==> src/rtl/step_pulse_gen.sv <==
// rtl/step_pulse_gen.sv - STEP/DIR pulse generator with DIR setup, STEP high/low timing and position tracking
module step_pulse_gen #(
  parameter int PULSE_HIGH = 20,
  parameter int PULSE_LOW  = 20,
  parameter int DIR_SETUP  = 10,
  parameter int POS_WIDTH  = 32
) (
  input  logic                 clk_in,
  input  logic                 rst_in,
  input  logic                 req_in,
  input  logic                 dir_in,
  output logic                 r_ready,
  output logic                 r_step,
  output logic                 r_dir,
  output logic [POS_WIDTH-1:0] r_position
);

  // One counter serves every timed state, so it is sized for the longest interval.
  localparam int MAX_HL = (PULSE_HIGH > PULSE_LOW) ? PULSE_HIGH : PULSE_LOW;
  localparam int MAX_P  = (MAX_HL > DIR_SETUP) ? MAX_HL : DIR_SETUP;
  localparam int CNT_W  = $clog2(MAX_P) + 1;

  // Terminal counts: each state lasts exactly N edges, counting 0..N-1.
  localparam logic [CNT_W-1:0] SETUP_LAST = CNT_W'(DIR_SETUP - 1);
  localparam logic [CNT_W-1:0] HIGH_LAST  = CNT_W'(PULSE_HIGH - 1);
  localparam logic [CNT_W-1:0] LOW_LAST   = CNT_W'(PULSE_LOW - 1);

  typedef enum logic [1:0] {
    IDLE  = 2'd0,
    SETUP = 2'd1,
    HIGH  = 2'd2,
    LOW   = 2'd3
  } state_t;

  state_t                 state_q;
  logic [CNT_W-1:0]       cnt_q;
  logic                   ready_q;
  logic                   step_q;
  logic                   dir_q;
  logic [POS_WIDTH-1:0]   pos_q;
  logic [POS_WIDTH-1:0]   pos_up_d;
  logic [POS_WIDTH-1:0]   pos_dn_d;

  // Candidate next positions; the position moves only on the edge STEP rises.
  always_comb begin
    pos_up_d = pos_q + POS_WIDTH'(1);
    pos_dn_d = pos_q - POS_WIDTH'(1);
  end

  // Step sequencer: accept, optional DIR setup wait, STEP high, STEP low recovery.
  always_ff @(posedge clk_in) begin
    if (rst_in) begin
      state_q <= IDLE;
      cnt_q   <= '0;
      ready_q <= 1'b1;
      step_q  <= 1'b0;
      dir_q   <= 1'b0;
      pos_q   <= '0;
    end else begin
      case (state_q)
        IDLE: begin
          if (req_in && ready_q) begin
            ready_q <= 1'b0;
            dir_q   <= dir_in;
            cnt_q   <= '0;
            if (dir_in == dir_q) begin
              // DIR already settled: STEP can rise on the accept edge itself.
              step_q  <= 1'b1;
              pos_q   <= dir_in ? pos_up_d : pos_dn_d;
              state_q <= HIGH;
            end else begin
              state_q <= SETUP;
            end
          end
        end
        SETUP: begin
          if (cnt_q == SETUP_LAST) begin
            step_q  <= 1'b1;
            pos_q   <= dir_q ? pos_up_d : pos_dn_d;
            cnt_q   <= '0;
            state_q <= HIGH;
          end else begin
            cnt_q <= cnt_q + CNT_W'(1);
          end
        end
        HIGH: begin
          if (cnt_q == HIGH_LAST) begin
            step_q  <= 1'b0;
            cnt_q   <= '0;
            state_q <= LOW;
          end else begin
            cnt_q <= cnt_q + CNT_W'(1);
          end
        end
        LOW: begin
          // The ready edge adds one more low cycle before the next accept can raise STEP.
          if (cnt_q == LOW_LAST) begin
            ready_q <= 1'b1;
            cnt_q   <= '0;
            state_q <= IDLE;
          end else begin
            cnt_q <= cnt_q + CNT_W'(1);
          end
        end
        default: begin
          state_q <= IDLE;
          cnt_q   <= '0;
          ready_q <= 1'b1;
          step_q  <= 1'b0;
        end
      endcase
    end
  end

  assign r_ready    = ready_q;
  assign r_step     = step_q;
  assign r_dir      = dir_q;
  assign r_position = pos_q;

endmodule
==> config.mk <==
export PLATFORM = sky130hd
export DESIGN_NAME = step_pulse_gen
export DESIGN_NICKNAME = d
export VERILOG_FILES = /design/src/rtl/step_pulse_gen.sv
export SDC_FILE = /design/constraint.sdc
export NUM_CORES = 1
export LEC_CHECK = 0
export CORE_UTILIZATION = 55
export DETAILED_ROUTE_END_ITERATION = 10
export DONT_BUFFER_PORTS = 1
export GPL_ROUTABILITY_DRIVEN = 0
export HOLD_SLACK_MARGIN = 0.08
export PLACE_DENSITY = 0.67
export SETUP_SLACK_MARGIN = 0.4
export SLEW_MARGIN = 40
export SYNTH_ARGS = -nofsm -noshare
export SYNTH_HDL_FRONTEND = slang
export SYNTH_SLANG_ARGS = --single-unit
==> constraint.sdc <==
create_clock -name clk_in -period 3.6 [get_ports clk_in]
set_input_delay 0.72 -clock clk_in [delete_from_list [all_inputs] [get_ports clk_in]]
set_output_delay 0.72 -clock clk_in [all_outputs]
set_load 0.01 [all_outputs]
==> impl_metrics.csv <==
group,metric,value,unit
clock_tree,clockBufferDepth,2,
setup_path,critical_path_required,3.84,ns
grt,grt_pass1_vias,2163,
pwr,leakagePower,0.0009702,uW
setup_path,critPathKind,"reg2reg",
setup_path,critPathSlowestCell,"nor4_1",
grt,grt_pass1_wl,10.63,mm
min_path,min-delay-start,"rst_in",
clock_tree,holdBufCountCts,0,
clock_tree,cts-root-buf,"clkbuf_8",
route,drc,0,
sta,skew,0.009739,ns
synth,async_flop_share,0,
setup_path,timing.rr.start,"state_q[1]$_SDFFE_PP0P_",
pwr,ir_worst_vdd,496.0,uV
route,firstDrtPassIters,4,
layout,fin_nets,349,
sta,setup_tns,0,ns
die,core,4504,um^2
setup_path,path_cells,"inv_1, ha_1, mux2_2, nand4_1, nor4_1, o2111ai_1, xor2_1, nor2_1",
die,num_io_pins,39,
clock_tree,clkSlewWorstSetupHoldPaths,0.07,ns
setup_path,endpoint_kind,"flip-flop",
synth,synthesis.nets,362,
layout,layout_common_cells,"49 x nor2_1, 43 x dfxtp_1, 27 x o21ai_0",
sta,setup_viol,0,
route,vias,2441,
route,routed_wl,6.263,mm
clock_tree,post_cts_buffers,0,
synth,ys.flop_type,"dfxtp_1",
clock_tree,cts_made_buffers,5,
die,die_area,5119,um^2
pwr,power.density,989.3,nW/um^2
run,cap_viol_max_count,0,
route,via_per_inst,6.259,
setup_path,crit_path_start,"state_q[1]$_SDFFE_PP0P_",
clock_tree,htree_levels,2,
setup_path,cp.arrival,2.84,ns
placement,placedCellCount,382,
layout,stdcell_count,390,
clock_tree,cts_tree,"done",
synth,ys_warn_count,0,
die,rows,24,
synth,syn_area_per_cell,7.600,um^2
placement,numPortBuffers,0,
sta,max_slew_margin,0.4531,
sta,rsz0062_at_grt,"no",
die,start_util,0.5906,
clock_tree,insertion_delay,0.30,ns
sta,drv_slew,0,
synth,synth_edf_count,0,
layout,diodes,0,
route,postRouteAntennaNets,0,
sta,period_minus_slack,2.605,ns
layout,final_common_cell,"nor2_1",
layout,drive_gt1_frac,0.05030,
die,die_w,71.55,um
min_path,hp-class,"in2reg",
layout,syn2layout_area_growth,3.622,%
route,drt_iter0_markers,244,
sta,worst_slew_pin_slew,0.8090,ns
placement,dp.final_hpwl,4.297,mm
sta,timing.fmax,0.3838,GHz
setup_path,cp_max_fo,10,
sta,post-route-period-util,0.7237,
grt,grt_overflow,0,
grt,grt.total_usage,0.2621,
grt,antenna_found_initial,0,
synth,synth_cell_types,44,
clock_tree,clkSinkCount,43,
status,outcome,"finished, final reports clean",
route,wl_per_cell,16.06,um
synth,ys_seq_area_frac,0.3236,
synth,ys_ff_latch,43,
setup_path,start_kind,"flip-flop",
layout,fin_util,0.6119,
setup_path,max_stage_delay,0.66,ns
clock_tree,cts.repair.resized,0,
sta,hold_viol_final,0,
synth,synthCells,350,
grt,grt_max_degree,46,
synth,netlist_area,2660,um^2
die,die_h,71.55,um
[flip-flops by register name (all words and copies together) (netlist names)]
| name | cells |
|---|---|
| state_q | 2 |
| r_position | 32 |
| r_step | 1 |
| r_dir | 1 |
| r_ready | 1 |
| cnt_q | 6 |
[kinds of logic after synthesis]
family,after synthesis,synth area share
flops,43,0.3236
compound gates,69,0.1505
xor+xnor,27,0.08890
fa+ha+maj,8,0.03763
simple gates,168,0.3363
buf+inv,31,0.04751
mux,4,0.01552
[Yosys cell counts, types with 3 or more instances]
library cell  instances  area, um^2
a31oi_1               3       18.77
xnor2_1               8       70.07
or3_1                 9       56.30
mux2i_1               3       30.03
o21ai_0              27       135.1
clkbuf_1             20       75.07
inv_1                 8       30.03
a21oi_1              20       100.1
o211ai_1              4       30.03
nand4_1              11       68.82
nor3_1               12       60.06
nor2b_1               3       18.77
and4_1                5       43.79
nor2_1               49       183.9
nand2_1              25       93.84
ha_1                  8       100.1
nand3_1              11       55.05
a22oi_1               3       22.52
or4_1                 8       60.06
xor2_1               19       166.4
and3_1                4       25.02
nor4_1               17       106.4
dfxtp_1              43       860.8
nand2b_1              3       18.77
[through the flow]
step / total power [uW] / worst slack (ns) / instance area (um^2) / hold slack [ns]
after global placement: 2358 / 1.042 / 2656 / 0.4820
after CTS: 2722 / 1.014 / 2756 / 0.4764
after floorplan: 2101 / 1.212 / 2660 / 0.4660
final: 2727 / 0.9946 / 2756 / 0.4890
after detailed placement: 2380 / 1.034 / 2656 / 0.4885
after global routing: 2987 / 0.7678 / 2756 / 0.4707
[worst max-delay path, delay by kind of cell (launching register included)]
| family | cells | cell delay (ns) |
|---|---|---|
| buffers and inverters | 1 | 0.09 |
| AOI/OAI and AO/OA | 1 | 0.21 |
| and+or+nand+nor | 3 | 1.05 |
| adders and majority gates | 1 | 0.25 |
| DFF | 1 | 0.39 |
| muxes | 1 | 0.39 |
| xor gates and xnor gates | 1 | 0.17 |
[layer usage]
metal,part of all wire,global-route usage
met1,0.50,0.3736
met2,0.42,0.3873
met3,0.064,0.07173
met4,0.013,0.07843
met5,0,0
[worst paths after layout]
path              slack (ns)  depth (start not counted)                     endpoint
setup / recovery        0.99                          8  r_position[31]$_SDFFE_PP0P_
hold / removal          0.49                          1          r_step$_SDFFE_PP0P_
setup reg to reg        0.99                          8  r_position[31]$_SDFFE_PP0P_
hold reg to reg         0.50                          2      state_q[0]$_SDFFE_PP0P_
[report_power, final]
part	internal [uW]	total, uW	switching, uW
clock	175	336	161
combinational	569	1440	870
sequential	620	951	331
[area by class of cell]
cell class	instances	area (um^2)
multi-input cells	276	1678
inverters	8	30.03
repair buffers	3	22.52
clock buffers	8	100.1
fillers	432	1748
flip-flops and latches	43	860.8
well taps	52	65.06
(Power assumes the default switching activity.)
